--- config.mk ---
export PLATFORM = sky130hd
export DESIGN_NAME = uart_loop_fifo
export DESIGN_NICKNAME = d
export VERILOG_FILES = /design/src/rtl/uart_pkg.sv /design/src/rtl/uart_fifo_mem.sv /design/src/rtl/uart_loop_fifo.sv
export SDC_FILE = /design/constraint.sdc
export NUM_CORES = 1
export LEC_CHECK = 0
export CORE_MARGIN = 10
export CORE_UTILIZATION = 52
export CTS_CLUSTER_SIZE = 12
export DETAILED_ROUTE_END_ITERATION = 7
export PLACE_DENSITY_LB_ADDON = 0.15
export SLEW_MARGIN = 20
export SYNTH_ARGS = -nofsm -noshare
export SYNTH_HDL_FRONTEND = slang
export SYNTH_SLANG_ARGS = --single-unit
--- constraint.sdc ---
create_clock -name clk -period 2.26 [get_ports clk]
set_input_delay 0.565 -clock clk [delete_from_list [all_inputs] [get_ports clk]]
set_output_delay 0.565 -clock clk [all_outputs]
set_load 0.01 [all_outputs]
--- src/rtl/uart_pkg.sv ---
// Shared UART types and constants for uart_drive and its buffering blocks.
package uart_pkg;

  localparam int UART_DATA_WIDTH = 8;

  typedef enum logic [1:0] {
    PARITY_NONE = 2'd0,
    PARITY_ODD  = 2'd1,
    PARITY_EVEN = 2'd2
  } uart_parity_e;

  typedef logic [UART_DATA_WIDTH-1:0] uart_byte_t;

  // Parity bit to transmit for a byte; 0 when parity is disabled.
  function automatic logic uart_parity_bit(input uart_byte_t b, input uart_parity_e mode);
    logic p;
    p = 1'b0;
    case (mode)
      PARITY_ODD:  p = ~(^b);
      PARITY_EVEN: p = ^b;
      default:     p = 1'b0;
    endcase
    return p;
  endfunction

endpackage

--- src/rtl/uart_fifo_mem.sv ---
// Storage array for the loopback FIFO: synchronous write, asynchronous read.
// Read data follows raddr combinationally; no flow control, caller owns pointers.
// Write is unconditional when we is high; the caller decides whether a byte is accepted.
module uart_fifo_mem
  import uart_pkg::*;
#(
  parameter int P_DATA_WIDTH = UART_DATA_WIDTH,
  parameter int P_ADDR_WIDTH = 4
) (
  input  logic                    clk,
  input  logic                    we,
  input  logic [P_ADDR_WIDTH-1:0] waddr,
  input  logic [P_DATA_WIDTH-1:0] wdata,
  input  logic [P_ADDR_WIDTH-1:0] raddr,
  output logic [P_DATA_WIDTH-1:0] rdata
);

  logic [P_DATA_WIDTH-1:0] mem [2**P_ADDR_WIDTH];

  always_ff @(posedge clk) begin
    if (we) mem[waddr] <= wdata;
  end

  assign rdata = mem[raddr];

endmodule

--- src/rtl/uart_loop_fifo.sv ---
// Byte FIFO between UART rx (no backpressure) and tx (valid/ready); build option UART_LOOP_FIFO_DROP_CNT_EN.
// Latency: a byte written at edge N is presented after edge N; pops expose the next entry with no bubble.
// Backpressure: none toward rx; bytes arriving while full without a pop are dropped and flagged.
module uart_loop_fifo
  import uart_pkg::*;
#(
  parameter int P_DATA_WIDTH = UART_DATA_WIDTH,
  parameter int P_DEPTH_LOG2 = 4
) (
  input  logic                    clk,
  input  logic                    rst,
  input  logic [P_DATA_WIDTH-1:0] i_rx_data,
  input  logic                    i_rx_valid,
  output logic [P_DATA_WIDTH-1:0] o_tx_data,
  output logic                    o_tx_valid,
  input  logic                    i_tx_ready,
  output logic [P_DEPTH_LOG2:0]   o_level,
  output logic                    o_full,
  output logic                    o_empty,
  output logic                    o_overflow,
  input  logic                    i_clr_overflow,
  output logic [15:0]             o_drop_cnt
);

  localparam logic [P_DEPTH_LOG2:0]   LVL_FULL = (P_DEPTH_LOG2+1)'(2**P_DEPTH_LOG2);
  localparam logic [P_DEPTH_LOG2:0]   LVL_ONE  = (P_DEPTH_LOG2+1)'(1);
  localparam logic [P_DEPTH_LOG2-1:0] PTR_ONE  = P_DEPTH_LOG2'(1);

  logic [P_DEPTH_LOG2-1:0] wr_ptr;
  logic [P_DEPTH_LOG2-1:0] rd_ptr;
  logic [P_DEPTH_LOG2:0]   count;
  logic                    full;
  logic                    pop;
  logic                    wr_en;
  logic                    drop;
  logic                    overflow;

  assign full       = (count == LVL_FULL);
  assign o_tx_valid = (count != '0);
  assign pop        = o_tx_valid & i_tx_ready;
  // A full FIFO still accepts a byte when the head leaves in the same cycle.
  assign wr_en      = i_rx_valid & (~full | pop);
  assign drop       = i_rx_valid & full & ~pop;

  assign o_level    = count;
  assign o_full     = full;
  assign o_empty    = ~o_tx_valid;
  assign o_overflow = overflow;

  uart_fifo_mem #(
    .P_DATA_WIDTH (P_DATA_WIDTH),
    .P_ADDR_WIDTH (P_DEPTH_LOG2)
  ) u_mem (
    .clk   (clk),
    .we    (wr_en),
    .waddr (wr_ptr),
    .wdata (i_rx_data),
    .raddr (rd_ptr),
    .rdata (o_tx_data)
  );

  always_ff @(posedge clk or posedge rst) begin
    if (rst) begin
      wr_ptr <= '0;
      rd_ptr <= '0;
      count  <= '0;
    end else begin
      if (wr_en) wr_ptr <= wr_ptr + PTR_ONE;
      if (pop)   rd_ptr <= rd_ptr + PTR_ONE;
      case ({wr_en, pop})
        2'b10:   count <= count + LVL_ONE;
        2'b01:   count <= count - LVL_ONE;
        default: count <= count;
      endcase
    end
  end

  // A drop in the same cycle as a clear leaves the flag set.
  always_ff @(posedge clk or posedge rst) begin
    if (rst) begin
      overflow <= 1'b0;
    end else if (drop) begin
      overflow <= 1'b1;
    end else if (i_clr_overflow) begin
      overflow <= 1'b0;
    end
  end

`ifdef UART_LOOP_FIFO_DROP_CNT_EN
  logic [15:0] drop_cnt;

  always_ff @(posedge clk or posedge rst) begin
    if (rst) begin
      drop_cnt <= '0;
    end else if (drop) begin
      if (i_clr_overflow)           drop_cnt <= 16'd1;
      else if (drop_cnt != 16'hFFFF) drop_cnt <= drop_cnt + 16'd1;
    end else if (i_clr_overflow) begin
      drop_cnt <= '0;
    end
  end

  assign o_drop_cnt = drop_cnt;
`else
  assign o_drop_cnt = '0;
`endif

endmodule

* Word-level counts from Yosys, hierarchy flattened *
Memories as Yosys holds them, arrays and structs flattened.
Index checks and enable logic that the tools add are counted.

storage, ports and cells
  flip-flop bits (word level) = 14
  bits in writable memories = 128
  input port bits = 13
  memories = 1

operators by class
  $add $sub $neg = 4
  equality and inequality tests = 3
  mux-type cells = 5
  bitwise gates (word level) = 8
  reductions and logical operators = 3

memories
  name       depth  width  rd ports  clocked after Yosys merged registers in  wr ports  RTL line             source
  u_mem.mem  16     8      1         0                                        1         uart_fifo_mem.sv:18  logic [P_DATA_WIDTH-1:0] mem [2**P_ADDR_WIDTH];

operators by type and width
  kind                                                                count
  5-bit case mux with 2 select lines                                  1
  4-bit by 1-bit adder with 4-bit output, second input constant       2
  5-bit by 1-bit adder with 5-bit output, second input constant       1
  5-bit == test, second input constant                                1
  5-bit nonzero test                                                  1
  5-bit by 1-bit subtractor with 5-bit output, second input constant  1
  1-bit bitwise AND                                                   4
  1-bit 2-to-1 mux                                                    4
  2-bit nonzero test                                                  2
  1-bit NOT                                                           3
  2-bit by 1-bit == test with 1-bit output, second input constant     1
  2-bit == test, second input constant                                1
  1-bit bitwise OR                                                    1

* Longest topological paths before layout *
Gate-level depths: netlist of run 1.

  depth in word-level cells = 6
  mapped depth = 9

* Cells and area by module *
Synthesis of run 1 repeated with hierarchy kept, for this count alone.

unflattened totals
  cell total of the unflattened synthesis = 316
  area, all modules = 5940.7 um^2

modules (own cells, without submodules)
  module          times used  cells each  area an instance (um^2)
  uart_fifo_mem   1           221         4987.3
  uart_loop_fifo  1           95          953.4

* Worst setup path after synthesis of run 1 *
Ideal clock, no wire load.

  path type = reg-to-reg
  start point = register count[1] (netlist: o_level[1])
  end point = register count[4] (netlist: o_level[4])
  library setup time = 0.087 ns
  arrival = 2.343 ns
  slack = -0.170 ns
  cell stages (with the launch flop) = 10
  buffers on the path = 1
  period minus slack after synthesis = 2.430 ns
  path through = dfrtp_1 or4_4 buf_6 o21bai_4 inv_1 ha_1 nand2b_1 a2111o_1 o31a_1 o211ai_1

on the way
  cells in the longest elaborated chain, start to end = 6
  elaborated cells between the ends (all ways) = 12

RTL lines
  what                                                                       RTL line                                    source
  from (decl)                                                                uart_loop_fifo.sv:31                        logic [P_DEPTH_LOG2:0] count;
  from (signal assigned)                                                     uart_loop_fifo.sv:71                        2'b10: count <= count + LVL_ONE;
  from (signal assigned)                                                     uart_loop_fifo.sv:72                        2'b01: count <= count - LVL_ONE;
  from (signal assigned)                                                     uart_loop_fifo.sv:73                        default: count <= count;
  5-bit nonzero test or 5-bit == test (tied branches)                        uart_loop_fifo.sv:39, uart_loop_fifo.sv:38
  1-bit bitwise AND or 1-bit NOT (tied branches)                             uart_loop_fifo.sv:40, uart_loop_fifo.sv:42
  1-bit bitwise OR                                                           uart_loop_fifo.sv:42                        assign wr_en = i_rx_valid & (~full | pop);
  1-bit bitwise AND                                                          uart_loop_fifo.sv:42
  2-bit by 1-bit == test with 1-bit output or 2-bit == test (tied branches)  uart_loop_fifo.sv:70                        case ({wr_en, pop})
  5-bit case mux with 2 select lines or 2-bit nonzero test (tied branches)   n/a

Parallel ways exist; a longest one is shown, timed or not.
A chain may end at the register's enable or synchronous reset.

* Worst setup path in the final report of run 1 *
  start point = register rd_ptr[0]
  end point = output o_tx_data[3]

on the way
  cells in the longest elaborated chain, start to end = 1

RTL lines
  what                    RTL line              source
  from (decl)             uart_loop_fifo.sv:30  logic [P_DEPTH_LOG2-1:0] rd_ptr;
  from (signal assigned)  uart_loop_fifo.sv:69  if (pop) rd_ptr <= rd_ptr + PTR_ONE;
  memory 16 x 8 bit       n/a
  to (decl)               uart_loop_fifo.sv:14  output logic [P_DATA_WIDTH-1:0] o_tx_data,

No other way between the ends.

==> flow_summary.toml, run 1 <==
[status]
status = "finished, violations left"
violations = "setup timing"

[cts]
htreeDepth = 4
cts_tree = "yes"
cts_root_buf = "clkbuf_16"
cts_buffers = 17
ctsHoldBuffers = 0
max-clock-path-buffers = 2
cts_sinks = 142
clk_latency_ns = 0.42
path_clk_slew_ns = 0.06

[job]
drv_cap = 0

[placed_design]
dpl.hpwl_um = 8046
place_ws_ns = -0.3962
gp_congestion = 0.8245
portBuffers = 29
placed_area_mm2 = 0.006817

[sta]
hold_viol = 0
min_period_ns = 2.730
fin_hold_ws_ns = 0.5328
setup_viol = 12
worst_pin_slew_ns = 0.6198
fin_ws_ns = -0.4701
period_share = 1.208
skew_ns = 0.007567
finalMaxSlewViolations = 0
fmax_mhz = 366.3
max_slew_margin = 0.5849
rsz0062_at_grt = "true"

[critical_path]
reg2reg_from = "o_level[0]"
crit_fanout = 6
crit_arrival_ns = 2.17
ff2ff_path_depth = 9
criticalPathCategory = "reg -> out"
critPathRequiredTime_ns = 1.69
crit_path_end_kind = "output pin"
worst_setup_path_start_kind = "flip-flop"
reg2reg_slack_ns = -0.13
reg2reg_to = "o_level[4]"

[floorplanning]
fp.dieW_um = 127.6
rows = 39
core_area_mm2 = 0.01137
pin_count = 46
dieHeight_um = 127.6
die_area_mm2 = 0.01628
start_util = 0.5294

[routing]
drc_errors = 0
vias_per_cell = 5.716
drt-initial-drc-count = 354
drt_wl_total_um = 13050
wl_per_cell_um = 22.43
vias = 3327
firstDrtPassIters = 5
drtAntennaViolNets = 0

[layout]
layout-drive-gt1-share = 0.4032
final_core_util = 0.6869
syn_to_final_growth_pct = 29.74
mostFrequentLayoutCells = "edfxtp_1 (128), buf_4 (33), mux4_2 (32)"
antennaDiodeCount = 0
final_common_cell = "edfxtp_1"
fillers = 744
design_area_mm2 = 0.007810
final_nets = 448

[logic_synthesis]
ys_warn_count = 0
yosysSeqAreaShare = 0.6967
synth-seq-cells = 142
synth_cell_type_count = 48
async_reset_ff_frac = 0.09859
syn_inst = 333
synth_edf_count = 128
synth.avg_cell_area_um2 = 18.08
synth_flop_cell = "edfxtp_1"
synth_area_mm2 = 0.006020

[power]
power.density_mw_per_mm2 = 1311
peakVddDrop_uv = 795.2
p_leak_nw = 2.789

[global_route]
gr-total-overflow = 0
antenna_found_initial = 0
grt_first_pass_wirelength_um = 20490
grt_max_degree = 24
grt_usage = 0.1686
grt_pass1_vias = 3429

[worst_hold_path]
holdPathEnd = "o_overflow"
hold-path-cell-count = 2
min_from = "o_overflow"
hold_class = "reg -> reg"
==> logic make-up after synthesis <==
family / after synthesis / share of synthesized area
buffers and inverters: 44 / 0.03970
xor gates and xnor gates: 9 / 0.01310
DFF: 142 / 0.6967
muxes: 35 / 0.1251
AOI/OAI and AO/OA: 39 / 0.05384
other: 1 / 0.0006230
and+or+nand+nor: 54 / 0.05092
adders and majority gates: 9 / 0.01996
==> per-layer routing <==
metal | vias up | GRT usage | wire length [µm]
li1 | 1479 | - | -
met1 | 1702 | 0.2155 | 5530
met2 | 128 | 0.2693 | 6542
met3 | 18 | 0.04921 | 785
met4 | 0 | 0.06026 | 193
met5 | - | 0 | 0
==> layout make-up <==
type / count / area, µm² / area share
inverter: 12 / 50.05 / 0.006408
timing repair buffer: 91 / 998.5 / 0.1278
multi-input combinational: 162 / 1817 / 0.2326
clock inverter: 15 / 142.6 / 0.01826
clock buffer: 17 / 425.4 / 0.05447
tap: 143 / 178.9 / 0.02291
sequential: 142 / 4198 / 0.5375
==> timing repair <==
| action | CTS | global route |
|---|---|---|
| gates cloned | 3 | 0 |
| pin swaps | 19 | 10 |
| buffers inserted | 18 | 3 |
| gates resized for setup | 84 | 14 |
| setup endpoints to repair | 14 | 50 |
==> state kept, by name, summed over array words and instances, names as in the netlist <==
signal / flops
o_overflow: 1
u_mem.mem: 128
o_level: 5
wr_ptr: 4
rd_ptr: 4
==> worst max-delay path by stage <==
stage | start | endpoint | slack, ns | depth (start not counted)
6_report | rd_ptr[0] | o_tx_data[3] | -0.47 | 7
5_1_grt | rd_ptr[0] | o_tx_data[5] | -0.55 | 7
4_1_cts | rd_ptr[0] | o_tx_data[3] | -0.47 | 7
3_5_place_dp | i_tx_ready | u_mem.mem[12][4] | -0.40 | 6
3_3_place_gp | rd_ptr[2] | o_tx_data[1] | -0.35 | 4
2_1_floorplan | o_level[0] | o_level[4] | -0.11 | 9
==> through the flow <==
stage	TNS [ns]	total power, mW	instances
global placement	-35.36	6.807	527
detailed placement	-39.54	6.857	527
floorplan	-0.1998	5.454	348
finish	-3.587	10.24	582
CTS	-3.656	10.22	580
global route	-4.610	10.74	582
==> cells in the mapped netlist (all sizes together), types with 4 or more instances <==
| cell type | count | share of area |
|---|---|---|
| edfxtp | 128 | 0.64 |
| mux4 | 32 | 0.12 |
| buf | 24 | 0.027 |
| a22oi | 17 | 0.021 |
| dfrtp | 14 | 0.058 |
| and2 | 13 | 0.014 |
| inv | 12 | 0.0075 |
| nand2 | 9 | 0.0056 |
| nor2 | 9 | 0.0056 |
| clkbuf | 8 | 0.0050 |
| ha | 8 | 0.017 |
| nand2b | 6 | 0.0062 |
| xnor2 | 6 | 0.0087 |
| and3 | 4 | 0.0042 |
| nand3 | 4 | 0.0033 |
| nor2b | 4 | 0.0054 |
| o21ai | 4 | 0.0058 |
==> critical path, cell delays in order, from the launching register on <==
cell and delay (ns):
dfrtp_2 0.45, buf_12 0.15, buf_16 0.13, buf_4 0.11
mux4_2 0.52, a22oi_2 0.14, nand2_1 0.09, buf_2 0.16
==> power breakdown <==
group / internal, mW / total, mW / switching, mW
combinational: 2.21 / 4.11 / 1.90
sequential: 3.23 / 3.46 / 0.232
clock: 1.62 / 2.67 / 1.05
total: 7.05 / 10.2 / 3.19
Note: power is estimated with default switching activity, not from simulation.
==> inputs of run 2 (changes only) <==
--- a/config.mk
+++ b/config.mk
@@ -6,9 +6,10 @@
 export NUM_CORES = 1
 export LEC_CHECK = 0
 export CORE_MARGIN = 10
-export CORE_UTILIZATION = 52
+export CORE_UTILIZATION = 44
 export CTS_CLUSTER_SIZE = 12
 export DETAILED_ROUTE_END_ITERATION = 7
+export GPL_TIMING_DRIVEN = 0
 export PLACE_DENSITY_LB_ADDON = 0.15
 export SLEW_MARGIN = 20
 export SYNTH_ARGS = -nofsm -noshare
==> flow_summary.toml, run 2 (synthesized netlist as in run 1, its figures left out) <==
[layout]
final_nets = 443
syn_to_final_growth_pct = 26.81
regMostFlops = "u_mem.mem"
layout-drive-gt1-share = 0.4005
stdcell_count = 608
mostFrequentLayoutCells = "edfxtp_1 (128), buf_4 (35), mux4_2 (32)"
largest_reg_flops = 128
regArea_mm2 = 0.004202
antennaDiodeCount = 0
multi_input_area_mm2 = 0.001823
fillers = 1061
final_common_cell = "edfxtp_1"
design_area_mm2 = 0.007634

[floorplanning]
pin_count = 46
rows = 42
core_area_mm2 = 0.01335
start_util = 0.4510
fp.dieW_um = 137.0
die_area_mm2 = 0.01876
dieHeight_um = 137.0

[power]
p_switching_mw = 3.051
power.density_mw_per_mm2 = 1295
peakVddDrop_uv = 671.3
p_seq_frac = 0.351
p_comb_frac = 0.390
power_mw = 9.883
clkPwrFrac = 0.258
p_leak_nw = 2.713
p_int_mw = 6.832
sw_frac_of_total = 0.3087

[cts]
htreeDepth = 4
cts_sinks = 142
cts_tree = "yes"
cts_buffers = 17
max-clock-path-buffers = 2
path_clk_slew_ns = 0.06
cts_root_buf = "clkbuf_16"
clk_latency_ns = 0.42

[sta]
min_period_ns = 2.703
setup-tns-final_ns = -3.347
skew_ns = 0.006963
max_slew_margin = 0.5557
fmax_mhz = 369.9
fin_ws_ns = -0.4435
worst_pin_slew_ns = 0.6616
hold_viol = 0
finalMaxSlewViolations = 0
setup_viol = 10
period_share = 1.196
rsz0062_at_grt = "true"

[critical_path]
reg2reg_slack_ns = -0.10
ff2ff_path_depth = 8
crit_fanout = 8
reg2reg_from = "o_level[3]"
crit_arrival_ns = 2.14
worst_setup_path_start_kind = "flip-flop"
reg2reg_to = "o_level[4]"
criticalPathCategory = "reg -> out"
crit_path_end_kind = "output pin"
critPathRequiredTime_ns = 1.69

[routing]
vias = 3221
vias_per_cell = 5.298
drt-initial-drc-count = 270
drtAntennaViolNets = 0
wl_per_cell_um = 21.44
drc_errors = 0
drt_wl_total_um = 13030
firstDrtPassIters = 4

[placed_design]
dpl.hpwl_um = 8245
portBuffers = 28
gp_congestion = 0.7832
dp.cells = 552
placed_area_mm2 = 0.006611

[global_route]
groute.layer.met1.usage = 0.1940
top_usage_layer = "met2"
grt_first_pass_wirelength_um = 20370
use_met2 = 0.2324
grt_usage = 0.1498
gr-total-overflow = 0
grt_max_degree = 17
grt_pass1_vias = 3474
antenna_found_initial = 0
met3_usage = 0.04802

[worst_hold_path]
hold_class = "in -> async"

[status]
violations = "setup timing"
status = "finished, violations left"

[job]
drv_cap = 0
## run 2: final cells by class
type,count,area share
plain buffers,29,0.03327
multi-input cells,162,0.2388
flip-flops and latches,142,0.5504
inverters,12,0.006556
repair buffers,57,0.07212
well taps,176,0.02885
clock inverters,11,0.01328
clock buffers,19,0.05671
## run 2: metal layers
metal  share of wire  routed length (µm)
met5               0                   0
met4          0.0097                 126
met3           0.070                 918
met2            0.49                6338
met1            0.43                5651
## run 2: power by group through the flow
stage	clock network, mW	registers [mW]	logic, mW
6_report	2.55	3.47	3.86
5_1_grt	2.70	3.52	4.17
4_1_cts	2.60	3.47	3.83
3_5_place_dp	0	3.49	3.11
3_3_place_gp	0	3.48	3.07
2_1_floorplan	0	3.45	2.00
## run 2: metrics by stage
| stage | hold WS [ns] | util | worst slack [ns] |
|---|---|---|---|
| after CTS | 0.5083 | 0.5673 | -0.5095 |
| after detailed placement | 0.5183 | 0.4953 | -0.9610 |
| after floorplan | 0.4541 | - | -0.1106 |
| final | 0.5063 | 0.5719 | -0.4435 |
| after global placement | 0.5232 | 0.4953 | -0.9305 |
| after global routing | 0.5654 | 0.5719 | -0.5147 |
## run 2: worst max path at each step
stage	from	end	slack, ns	depth (start not counted)
2_1_floorplan	o_level[0]	o_level[4]	-0.11	9
3_3_place_gp	rd_ptr[1]	o_tx_data[2]	-0.93	6
3_5_place_dp	rd_ptr[1]	o_tx_data[2]	-0.96	6
4_1_cts	rd_ptr[0]	o_tx_data[6]	-0.51	7
5_1_grt	rd_ptr[0]	o_tx_data[6]	-0.51	7
6_report	rd_ptr[0]	o_tx_data[6]	-0.44	7
## run 2: timing repair
item                                    in CTS  in global routing
resized for setup                          108                 17
pin swaps                                   22                 16
hold endpoints to repair                     0                  0
endpoints found under the setup margin     118                103
cloned                                       2                  0
setup buffers                               23                  6
hold buffers                                 0                  0
## run 2: critical path: stages, from the launching register on
cell and delay (ns):
dfrtp_1 0.39, buf_12 0.16, buf_12 0.12, buf_6 0.10, mux4_2 0.54, a22oi_2 0.21
nand2_1 0.07, buf_2 0.14
==> inputs of run 3 (changes only) <==
--- a/config.mk
+++ b/config.mk
@@ -5,6 +5,7 @@
 export SDC_FILE = /design/constraint.sdc
 export NUM_CORES = 1
 export LEC_CHECK = 0
+export ABC_CLOCK_PERIOD_IN_PS = 2260
 export CORE_MARGIN = 10
 export CORE_UTILIZATION = 44
 export CTS_CLUSTER_SIZE = 12
==> results of run 3 <==
Same layout as run 2: the final DEF is identical, and so are final timing and power.
